--- src/rtl/dmem_arbiter_pkg.sv ---
// Shared constants for the data-memory arbiter: default depth, FSM states, owner encoding.
package dmem_arbiter_pkg;

    localparam int DMEM_SIZE_DFLT = 1024;

    typedef enum logic [1:0] {
        IDLE = 2'd0,
        CMD  = 2'd1,
        RESP = 2'd2,
        ACK  = 2'd3
    } state_t;

    typedef enum logic {
        OWN_A = 1'b0,
        OWN_B = 1'b1
    } owner_t;

endpackage

--- src/rtl/dmem_arb_prio.sv ---
// Winner select for the data-memory arbiter: Port A first, Port B forced after
// STARVE_LIMIT consecutive A grants taken while B was waiting.
module dmem_arb_prio
    import dmem_arbiter_pkg::*;
#(
    parameter int STARVE_LIMIT = 4
) (
    input  logic CLK,
    input  logic RST,
    input  logic arb_en,
    input  logic a_req,
    input  logic b_req,
    output logic grant,
    output logic win_b
);

    localparam int CNT_W = $clog2(STARVE_LIMIT + 1);
    localparam logic [CNT_W-1:0] LIMIT = CNT_W'(STARVE_LIMIT);

    logic [CNT_W-1:0] starve_cnt;

    always_comb begin
        grant = a_req | b_req;
        win_b = b_req & (~a_req | (starve_cnt == LIMIT));
    end

    // Only arbitration cycles move the counter; a waiting B keeps it climbing.
    always_ff @(posedge CLK or negedge RST) begin
        if (!RST) begin
            starve_cnt <= '0;
        end else if (arb_en) begin
            if (!b_req || win_b) begin
                starve_cnt <= '0;
            end else if (a_req && (starve_cnt != LIMIT)) begin
                starve_cnt <= starve_cnt + 1'b1;
            end
        end
    end

endmodule

--- src/rtl/dmem_arbiter.sv ---
// Two-port req/ack arbiter in front of a single-port data memory with 1-cycle read latency.
// Optional out-of-range trapping is enabled by defining DMEM_ARB_ADDR_CHECK_EN.
module dmem_arbiter
    import dmem_arbiter_pkg::*;
#(
    parameter int DMEM_SIZE    = DMEM_SIZE_DFLT,
    parameter int ADDR_W       = $clog2(DMEM_SIZE),
    parameter int STARVE_LIMIT = 4
) (
    input  logic              CLK,
    input  logic              RST,
    input  logic              a_req,
    input  logic              a_we,
    input  logic [31:0]       a_addr,
    input  logic [31:0]       a_wdata,
    output logic [31:0]       a_rdata,
    output logic              a_ack,
    output logic              a_err,
    input  logic              b_req,
    input  logic              b_we,
    input  logic [31:0]       b_addr,
    input  logic [31:0]       b_wdata,
    output logic [31:0]       b_rdata,
    output logic              b_ack,
    output logic              b_err,
    output logic              m_en,
    output logic              m_we,
    output logic [ADDR_W-1:0] m_addr,
    output logic [31:0]       m_wdata,
    input  logic [31:0]       m_rdata
);

    state_t      state;
    owner_t      owner;
    logic        cmd_we;
    logic        cmd_err;
    logic        grant;
    logic        win_b;
    logic        sel_we;
    logic [31:0] sel_addr;
    logic [31:0] sel_wdata;
    logic        sel_bad;

    dmem_arb_prio #(
        .STARVE_LIMIT(STARVE_LIMIT)
    ) u_prio (
        .CLK   (CLK),
        .RST   (RST),
        .arb_en(state == IDLE),
        .a_req (a_req),
        .b_req (b_req),
        .grant (grant),
        .win_b (win_b)
    );

    always_comb begin
        sel_we    = a_we;
        sel_addr  = a_addr;
        sel_wdata = a_wdata;
        if (win_b) begin
            sel_we    = b_we;
            sel_addr  = b_addr;
            sel_wdata = b_wdata;
        end
    end

`ifdef DMEM_ARB_ADDR_CHECK_EN
    assign sel_bad = (sel_addr >= 32'(DMEM_SIZE));
`else
    // Without the check the upper address bits are simply dropped (wrap-around).
    logic unused_addr_hi;
    assign sel_bad        = 1'b0;
    assign unused_addr_hi = ^{a_addr[31:ADDR_W], b_addr[31:ADDR_W]};
`endif

    always_ff @(posedge CLK or negedge RST) begin
        if (!RST) begin
            state   <= IDLE;
            owner   <= OWN_A;
            cmd_we  <= 1'b0;
            cmd_err <= 1'b0;
            m_en    <= 1'b0;
            m_we    <= 1'b0;
            m_addr  <= '0;
            m_wdata <= '0;
            a_ack   <= 1'b0;
            a_err   <= 1'b0;
            a_rdata <= '0;
            b_ack   <= 1'b0;
            b_err   <= 1'b0;
            b_rdata <= '0;
        end else begin
            case (state)
                IDLE: begin
                    if (grant) begin
                        owner   <= win_b ? OWN_B : OWN_A;
                        cmd_we  <= sel_we;
                        cmd_err <= sel_bad;
                        if (sel_bad) begin
                            // Trapped access never touches the memory.
                            state <= RESP;
                        end else begin
                            state   <= CMD;
                            m_en    <= 1'b1;
                            m_we    <= sel_we;
                            m_addr  <= sel_addr[ADDR_W-1:0];
                            m_wdata <= sel_wdata;
                        end
                    end
                end
                CMD: begin
                    m_en  <= 1'b0;
                    m_we  <= 1'b0;
                    state <= RESP;
                end
                RESP: begin
                    state <= ACK;
                    if (owner == OWN_B) begin
                        b_ack <= 1'b1;
                        b_err <= cmd_err;
                        if (cmd_err) begin
                            b_rdata <= '0;
                        end else if (!cmd_we) begin
                            b_rdata <= m_rdata;
                        end
                    end else begin
                        a_ack <= 1'b1;
                        a_err <= cmd_err;
                        if (cmd_err) begin
                            a_rdata <= '0;
                        end else if (!cmd_we) begin
                            a_rdata <= m_rdata;
                        end
                    end
                end
                ACK: begin
                    // Requests are deliberately ignored here so a held req is not re-granted.
                    a_ack <= 1'b0;
                    a_err <= 1'b0;
                    b_ack <= 1'b0;
                    b_err <= 1'b0;
                    state <= IDLE;
                end
                default: state <= IDLE;
            endcase
        end
    end

endmodule

--- config.mk ---
export PLATFORM = sky130hd
export DESIGN_NAME = dmem_arbiter
export DESIGN_NICKNAME = d
export VERILOG_FILES = /design/src/rtl/dmem_arbiter_pkg.sv /design/src/rtl/dmem_arb_prio.sv /design/src/rtl/dmem_arbiter.sv
export SDC_FILE = /design/constraint.sdc
export NUM_CORES = 1
export LEC_CHECK = 0
export BUFFER_PORTS_ARGS = -buffer_cell sky130_fd_sc_hd__buf_4
export CORE_MARGIN = 3
export CORE_UTILIZATION = 45
export CTS_BUF_LIST = sky130_fd_sc_hd__clkbuf_8 sky130_fd_sc_hd__clkbuf_16
export CTS_CLUSTER_DIAMETER = 40
export DETAILED_ROUTE_END_ITERATION = 10
export MAX_ROUTING_LAYER = met4
export PLACE_DENSITY_LB_ADDON = 0.3
export SETUP_SLACK_MARGIN = 0.05
export SLEW_MARGIN = 20
export SYNTH_ARGS = -nofsm -noshare
export SYNTH_HDL_FRONTEND = slang
export SYNTH_SLANG_ARGS = --single-unit
--- constraint.sdc ---
create_clock -name CLK -period 2.4 [get_ports CLK]
set_clock_uncertainty 0.2 [all_clocks]
set_input_delay 0.48 -clock CLK [delete_from_list [all_inputs] [get_ports CLK]]
set_output_delay 0.48 -clock CLK [all_outputs]
set_load 0.05 [all_outputs]
**Word level (Yosys, flattened, before mapping)**

Index checks and enable logic that the tools add are counted.
W data, S select, Z words.

- Bits in registers: 119
- Input port bits: 166
- Logic and storage cells: 64

- $add $sub $neg: 1
- Equality and inequality tests: 8
- Muxes and demuxes: 21
- Bitwise gates (word level): 6
- Reductions and logical operators: 14

Operator list:

| operator | count |
|---|---|
| $mux W32 | 2 |
| $pmux W1 S2 | 6 |
| $mux W10 | 1 |
| $reduce_and A2 Y1 | 5 |
| $mux W1 | 8 |
| $pmux W2 S4 | 1 |
| $mux W3 | 2 |
| $ne A2 B2 Y1 const B | 3 |
| $reduce_and A3 Y1 | 2 |
| $reduce_bool A2 Y1 | 3 |
| $eq A2 B2 Y1 const B | 2 |
| $add A3 B1 Y3 const B | 1 |
| $eq A3 B3 Y1 const B | 1 |
| $ne A3 B3 Y1 const B | 1 |
| $not A1 Y1 | 3 |
| $eq A2 B1 Y1 const B | 1 |
| $logic_not A2 Y1 | 1 |
| $mux W2 | 1 |
| $or A1 B1 Y1 | 2 |
| $and A1 B1 Y1 | 1 |
| $logic_and A1 B1 Y1 | 1 |
| $logic_not A1 Y1 | 1 |
| $logic_or A1 B1 Y1 | 1 |

**Longest topological paths before layout**

Gate-level depths: netlist of run 1.

- Word-level depth: 6
- Gate-level depth with buffers: 7
- Depth with buffers taken out: 5

**Hierarchy**

Synthesis of run 1 repeated with hierarchy kept, for this count alone.

- Cells, all modules: 383
- Area total of the unflattened synthesis: 4,977.3 um2

Modules (own cells, without submodules):

| module | instances | cells an instance | area an instance (um2) | sequential area each (um2) |
|---|---|---|---|---|
| dmem_arbiter | 1 | 363 | 4,774.6 | 2,852.7 |
| dmem_arb_prio | 1 | 20 | 202.7 | 75.1 |

**Worst setup path after synthesis of run 1**

OpenSTA, ideal clock, no wires.

- Kind: reg2reg
- From: reg state[0]
- To: reg a_rdata[0]
- Library setup time: 0.125 ns
- Data arrival time: 1.522 ns
- Data required time: 2.075 ns
- Path slack: 0.553 ns
- Stages on the path, launching flop included: 6
- Path buffers: 1
- Clock period less this slack: 1.847 ns
- Cells stage by stage: dfrtp_1 inv_1 ha_1 nor3b_4 buf_6 mux2_2

- Longest elaborated chain between the ends: 2

Ends and longest elaborated chain:

| item | RTL line | RTL |
|---|---|---|
| start, declared | dmem_arbiter.sv:33 | `state_t state;` |
| start signal, assigned | dmem_arbiter.sv:78 | `state <= IDLE;` |
| start signal, assigned | dmem_arbiter.sv:101 | `state <= RESP;` |
| start signal, assigned | dmem_arbiter.sv:103 | `state <= CMD;` |
| $eq A2 B2 Y1 | dmem_arbiter.sv:93 | `case (state)` |
| $reduce_and A3 Y1 (no source line) | - |  |
| end signal, assigned | dmem_arbiter.sv:132 | `a_rdata <= m_rdata;` |
| end, declared | dmem_arbiter.sv:16 | `output logic [31:0] a_rdata,` |

Every way passes these cells.
A chain may end at the register's enable or synchronous reset.

**Worst setup path in the final report of run 1**

- From: reg state[0]
- To: reg m_wdata[5]

- Longest elaborated chain between the ends: 2

Ends and longest elaborated chain:

| item | RTL line | RTL |
|---|---|---|
| $logic_not A2 Y1 | dmem_arbiter.sv:93 |  |
| $reduce_and A2 Y1 (no source line) | - |  |
| end signal, assigned | dmem_arbiter.sv:107 | `m_wdata <= sel_wdata;` |
| end, declared | dmem_arbiter.sv:29 | `output logic [31:0] m_wdata,` |

Every way passes these cells.

==> results.sh, run 1 <==
export IMPL_cts_inserted_buffers=17
export IMPL_drive_gt1_share_pct=49.04
export IMPL_max_freq_mhz=486.1
export IMPL_area_growth_pct=48.23
export IMPL_grt_first_pass_wirelength_microns=22280
export IMPL_arrival_ns=2.18
export IMPL_finalCriticalPeriod_ns=2.057
export IMPL_synthTopCellsByArea="dfrtp_1 57%, mux2_2 12%, a31oi_1 5.2%"
export IMPL_min_to="a_rdata[1]"
export IMPL_synth_seq_cells=117
export IMPL_final_hold_viol_count=0
export IMPL_cts_root_buf="clkbuf_16"
export IMPL_cts_max_level=4
export IMPL_worstSkewPairLatency_ns=0.41
export IMPL_grt_max_degree=118
export IMPL_fin_crit_sh_pct=85.71
export IMPL_critical_path_startpoint_type="register"
export IMPL_synth_top_cell_by_area="dfrtp_1"
export IMPL_wl_per_cell_microns=17.25
export IMPL_crit_path_end_kind="register"
export IMPL_setup_viol=0
export IMPL_start_util_pct=46.70
export IMPL_gp_congestion=0.8183
export IMPL_ff2ff_setup_slack_ns=0.34
export IMPL_clock_sinks=117
export IMPL_rsz0062_at_grt="no"
export IMPL_yosysSeqAreaShare_pct=57.09
export IMPL_yosysWarnings=0
export IMPL_fillers=792
export IMPL_finalSetupTns_ns=0
export IMPL_cts_path_max_buffers=2
export IMPL_std_cell_rows=38
export IMPL_grt_pass1_vias=4515
export IMPL_power_density_mw_per_mm2=1753
export IMPL_antenna_left=0
export IMPL_worst_r2r_cell_count=6
export IMPL_io_pins=278
export IMPL_fp_dieW_microns=112.8
export IMPL_grt_usage_pct=22.79
export IMPL_max_slew_margin_pct=58.91
export IMPL_worstMarginPinSlew_ns=0.6163
export IMPL_fp_coreArea_sq_mm=0.01098
export IMPL_reg2reg_to="m_wdata[5]"
export IMPL_dr_pass1_iters=4
export IMPL_maxCapViolCount=0
export IMPL_drv_slew=0
export IMPL_slowest_delay_ns=0.46
export IMPL_status="finished, final reports clean"
export IMPL_cts_tree="built"
export IMPL_drc=0
export IMPL_diodes=0
export IMPL_synth_distinct_cells=31
export IMPL_hold_depth=2
export IMPL_ir_drop_uv=1228
export IMPL_async_reset_ff_share_pct=100.0
export IMPL_overflow=0
export IMPL_synthFlopType="dfrtp_1"
export IMPL_die_h_microns=112.8
export IMPL_dieArea_sq_mm=0.01271
export IMPL_critical_path_top_delay_family="compound AO/OA/AOI/OAI gates"
export IMPL_routed_via_density=5.305
export IMPL_cp_data_required_time_ns=2.53
export IMPL_syn_cell_area_sq_mm=0.005129
export IMPL_r2r_start="state[0]"
export IMPL_path_buf_inv=2
export IMPL_drt_iter0_markers=315
export IMPL_drt_total_wl_microns=14100
export IMPL_slowest_stage="o21a_2"
export IMPL_hpwl_microns=9900
export IMPL_hp_start="m_rdata[1]"
export IMPL_netlist_instances=440
export IMPL_critPathMaxFanout=17
export IMPL_final_net_count=837
export IMPL_critPathKind="reg -> reg"
export IMPL_synth_top_area_share_pct=57.09
export IMPL_ctsResizeCount=0
export IMPL_p_leak_nw=3.493
export IMPL_antenna_found_initial=0
export IMPL_io_buffer_count=231
export IMPL_hold_path_class="in -> reg"
export IMPL_avgSynthCellArea_sq_um=11.66
export IMPL_whs_ns=0.09988
export IMPL_clk_pin_slew_ns=0.06
export IMPL_num_vias=4334
export IMPL_synth_edf_count=0
export IMPL_path_cells="inv_1, ha_1, o21a_2, buf_4, nor2_1, a31oi_1"
state kept, by name (all words and copies together) (netlist names):
signal             flops
b_rdata               32
a_rdata               32
m_addr                10
cmd_we                 1
u_prio.starve_cnt      3
owner                  1
m_wdata               32
m_we                   1
m_en                   1
a_ack                  1
state                  2
b_ack                  1
how the worst max path moves through the flow:
| stage | start | to | cells after the start |
|---|---|---|---|
| floorplan | state[0] | a_rdata[0] | 5 |
| global placement | state[0] | m_wdata[3] | 6 |
| CTS | state[0] | m_wdata[3] | 6 |
| detailed placement | state[0] | m_wdata[3] | 6 |
| finish | state[0] | m_wdata[5] | 6 |
| global route | state[0] | m_wdata[5] | 6 |
power breakdown:
| part | leakage, nW | internal (mW) | total, mW | switching [mW] |
|---|---|---|---|---|
| Sequential | 1.35 | 2.98 | 3.55 | 0.568 |
| Clock | 0.293 | 1.66 | 2.64 | 0.977 |
| Combinational | 1.85 | 2.34 | 7.14 | 4.80 |
area by class of cell:
| type | instances | area (sq um) | area share, % |
|---|---|---|---|
| Sequential cell | 117 | 2928 | 38.51 |
| Tap cell | 140 | 175.2 | 2.304 |
| Timing Repair Buffer | 242 | 1919 | 25.25 |
| Multi-Input combinational cell | 279 | 1934 | 25.44 |
| Clock buffer | 17 | 425.4 | 5.596 |
| Inverter | 7 | 26.28 | 0.3456 |
| Clock inverter | 15 | 193.9 | 2.551 |
cells in the final DEF (no fill, tap or decap), types with 8 or more instances in the layout:
| cell type | count |
|---|---|
| nor2_1 | 46 |
| o21ai_0 | 48 |
| buf_4 | 233 |
| mux2_1 | 12 |
| nand3_1 | 45 |
| mux2_2 | 54 |
| dfrtp_1 | 117 |
| buf_12 | 8 |
| a31oi_1 | 43 |
| clkbuf_16 | 17 |
cells in the mapped netlist (3+ instances only):
| cell type | count |
|---|---|
| a22o_1 | 3 |
| a31oi_1 | 43 |
| buf_1 | 4 |
| buf_2 | 13 |
| buf_4 | 9 |
| buf_6 | 7 |
| clkbuf_1 | 5 |
| dfrtp_1 | 117 |
| ha_1 | 7 |
| inv_1 | 6 |
| mux2_1 | 12 |
| mux2_2 | 54 |
| nand3_1 | 45 |
| nor2_1 | 46 |
| o21ai_0 | 48 |
timing repair:
action	4_1_cts	5_1_grt
setup buffers	0	0
hold buffers	1	0
hold endpoints to repair	81	0
routing by layer:
layer  GRT usage, %  vias to the layer above  share of wire, %
met5              -                        -                 0
met2          36.22                      239                48
met3          6.310                       24               9.0
met4          8.494                        0               1.7
li1               -                     2029                 -
met1          27.97                     2042                42
worst register-to-register path: cells and delay by family, from the launching register on:
| family | cells | cell delay (ns) |
|---|---|---|
| adders and majority gates | 1 | 0.29 |
| buffers and inverters | 2 | 0.41 |
| and+or+nand+nor | 1 | 0.05 |
| DFF | 1 | 0.40 |
| AOI/OAI and AO/OA | 2 | 0.62 |
kinds of logic (layout without fill, tap and decap cells):
| logic type | after synthesis | after routing | synth area share (%) |
|---|---|---|---|
| DFF | 117 | 117 | 57.09 |
| and+or+nand+nor | 101 | 101 | 9.173 |
| buffers and inverters | 45 | 281 | 5.294 |
| muxes | 68 | 68 | 14.88 |
| adders and majority gates | 7 | 7 | 1.708 |
| other | 1 | 2 | 0.07312 |
| AOI/OAI and AO/OA | 101 | 101 | 11.78 |
through the flow:
stage          setup slack, ns  total power, mW  instances  cell area (sq um)  util, %
6_report                0.3430            13.33        817               7602    69.22
2_1_floorplan           0.5527            8.490        441               5132        -
3_3_place_gp            0.4524            10.59        784               6973    63.49
4_1_cts                 0.3449            13.45        817               7602    69.22
3_5_place_dp            0.3360            10.78        784               6973    63.49
5_1_grt                 0.1732            13.92        817               7602    69.22
Power figures use the tool's default switching activity.
==> inputs of run 2 (changes only) <==
--- a/config.mk
+++ b/config.mk
@@ -5,6 +5,7 @@
 export SDC_FILE = /design/constraint.sdc
 export NUM_CORES = 1
 export LEC_CHECK = 0
+export ABC_AREA = 1
 export BUFFER_PORTS_ARGS = -buffer_cell sky130_fd_sc_hd__buf_4
 export CORE_MARGIN = 3
 export CORE_UTILIZATION = 45
==> results.sh, run 2 <==
export IMPL_status="finished, final reports clean"
export IMPL_dieArea_sq_mm=0.01288
export IMPL_max_freq_mhz=491.6
export IMPL_drt_total_wl_microns=13730
export IMPL_reg2reg_to="m_we"
export IMPL_hpwl_microns=10120
export IMPL_p_leak_nw=4.280
export IMPL_final_hold_viol_count=0
export IMPL_drive_gt1_share_pct=32.56
export IMPL_finalCriticalPeriod_ns=2.034
export IMPL_grt_max_degree=65
export IMPL_synth_seq_cells=117
export IMPL_routed_via_density=4.825
export IMPL_drv_slew=0
export IMPL_synth_edf_count=0
export IMPL_min_to="m_wdata[2]"
export IMPL_worst_r2r_cell_count=7
export IMPL_cp_data_required_time_ns=2.54
export IMPL_yosysWarnings=0
export IMPL_grt_pass1_vias=4797
export IMPL_ir_drop_uv=1103
export IMPL_synth_distinct_cells=25
export IMPL_layout_cells_most_common_list="234 x buf_4, 199 x nand2_1, 117 x dfrtp_1"
export IMPL_synthTopCellsByArea="dfrtp_1 56%, nand2_1 14%, inv_1 6.5%"
export IMPL_critPathMaxFanout=44
export IMPL_drt_iter0_markers=355
export IMPL_finalSetupTns_ns=0
export IMPL_setup_viol=0
export IMPL_start_util_pct=46.95
export IMPL_area_growth_pct=46.91
export IMPL_fillers=888
export IMPL_synthTopCellsByCount="199 x nand2_1, 117 x dfrtp_1, 90 x inv_1"
export IMPL_crit_path_end_kind="register"
export IMPL_fp_dieW_microns=113.5
export IMPL_cts_max_level=4
export IMPL_ff2ff_setup_slack_ns=0.37
export IMPL_fp_coreArea_sq_mm=0.01108
export IMPL_io_buffer_count=231
export IMPL_r2r_start="state[0]"
export IMPL_critical_path_startpoint_type="register"
export IMPL_yosysMostFrequentCell="nand2_1"
export IMPL_cts_tree="built"
export IMPL_critPathKind="reg -> reg"
export IMPL_finalNonFillerCells=1003
export IMPL_synth_top_cell_by_area="dfrtp_1"
export IMPL_overflow=0
export IMPL_final_net_count=1023
export IMPL_avgSynthCellArea_sq_um=8.362
export IMPL_pre_cts_ws_ns=0.3762
export IMPL_rsz0062_at_grt="no"
export IMPL_num_vias=4839
export IMPL_power_density_mw_per_mm2=1711
export IMPL_dp_cells=970
export IMPL_synthFlopType="dfrtp_1"
export IMPL_yosysSeqAreaShare_pct=56.29
export IMPL_final_util_pct=68.97
export IMPL_clock_sinks=117
export IMPL_wl_per_cell_microns=13.69
export IMPL_arrival_ns=2.17
export IMPL_worstMarginPinSlew_ns=0.7820
export IMPL_reg_top3="a_rdata (32), b_rdata (32), m_wdata (32)"
export IMPL_cts_path_max_buffers=2
export IMPL_io_pins=278
export IMPL_max_slew_margin_pct=47.79
export IMPL_antenna_found_initial=0
export IMPL_cts_inserted_buffers=17
export IMPL_diodes=0
export IMPL_die_h_microns=113.5
export IMPL_hp_start="b_wdata[2]"
export IMPL_antenna_left=0
export IMPL_grt_usage_pct=22.70
export IMPL_drc=0
export IMPL_netlist_instances=622
export IMPL_maxCapViolCount=0
export IMPL_hold_depth=3
export IMPL_gp_congestion=0.8296
export IMPL_dr_pass1_iters=5
export IMPL_clk_pin_slew_ns=0.05
export IMPL_hold_path_class="in -> reg"
export IMPL_fin_crit_sh_pct=84.75
export IMPL_grt_first_pass_wirelength_microns=22590
export IMPL_cts_root_buf="clkbuf_16"
export IMPL_async_reset_ff_share_pct=100.0
export IMPL_final_common_cell="buf_4"
export IMPL_layout_setup_ws_ns=0.3660
export IMPL_syn_cell_area_sq_mm=0.005201
export IMPL_std_cell_rows=38
export IMPL_synth_top_area_share_pct=56.29
export IMPL_worstSkewPairLatency_ns=0.40
run 2: cell count changes in the layout (fill, tap and decap cells not counted), moves of 4 or more:
| cell | delta |
|---|---|
| a31oi_1 | -43 |
| clkbuf_8 | +6 |
| clkinv_2 | +4 |
| inv_1 | +85 |
| inv_6 | -5 |
| mux2_1 | -12 |
| mux2_2 | -54 |
| nand2_1 | +197 |
| nand3_1 | -40 |
| o21ai_0 | +19 |
| o21ai_1 | +44 |
run 2: area by class of cell:
class	count	area, sq um	area share [%]
repair buffers	240	1867	24.43
clock buffers	23	508.0	6.648
well taps	140	175.2	2.292
clock inverters	9	122.6	1.605
flip-flops and latches	117	2928	38.32
inverters	93	349.1	4.569
multi-input cells	381	1692	22.14
run 2: timing repair:
| item | in CTS | in global routing |
|---|---|---|
| hold buffers | 1 | 0 |
| gates resized for setup | 0 | 0 |
| buffers inserted | 0 | 0 |
| endpoints found under the hold margin | 36 | 0 |
run 2: critical path, cell delays in order (launching register included):
cell      delay [ns]
dfrtp_1         0.38
inv_1           0.10
ha_1            0.24
inv_1           0.12
a21oi_4         0.05
inv_2           0.57
o211ai_1        0.20
nand2_1         0.12
run 2: logic make-up (layout without fill, tap and decap cells):
logic type / count (synthesis) / count (layout) / synth area share (%)
AO/OA/AOI/OAI: 119 / 119 / 11.98
XOR/XNOR: 1 / 1 / 0.1684
adder cells (fa/ha/maj): 7 / 7 / 1.684
buffers and inverters: 125 / 365 / 11.26
flip-flops: 117 / 117 / 56.29
other: 1 / 2 / 0.07210
AND/OR/NAND/NOR: 252 / 252 / 18.55
run 2: metal layers:
metal  vias to the layer above  global-route usage, %  share of wire (%)
met5                         -                      -                  0
met4                         0                  10.74                2.3
met3                        27                  6.737                8.9
met2                       215                  36.04                 49
met1                      2247                  26.56                 40
li1                       2350                      -                  -
run 2: worst max path at each step:
stage                   from          end  slack (ns)  cells past startpoint
floorplan           state[0]  m_wdata[10]        0.79                      8
global placement    state[0]         m_we        0.41                      7
detailed placement  state[0]         m_we        0.38                      7
CTS                 state[0]         m_we        0.35                      7
global route        state[0]         m_we        0.19                      7
finish              state[0]         m_we        0.37                      7
run 2: per-stage QoR:
stage,instance area [sq um],power [mW],hold slack (ns)
final,7641,13.07,0.1306
after global routing,7641,13.79,0.1215
after CTS,7641,13.19,0.1066
after detailed placement,7000,10.52,0.2767
after global placement,7000,10.35,0.2679
after floorplan,5205,8.327,-0.01559
run 2: power breakdown:
group          internal (mW)  switching (mW)
logic                   1.98            4.94
clock network           1.79           0.838
registers               2.97           0.552
total                   6.74            6.33
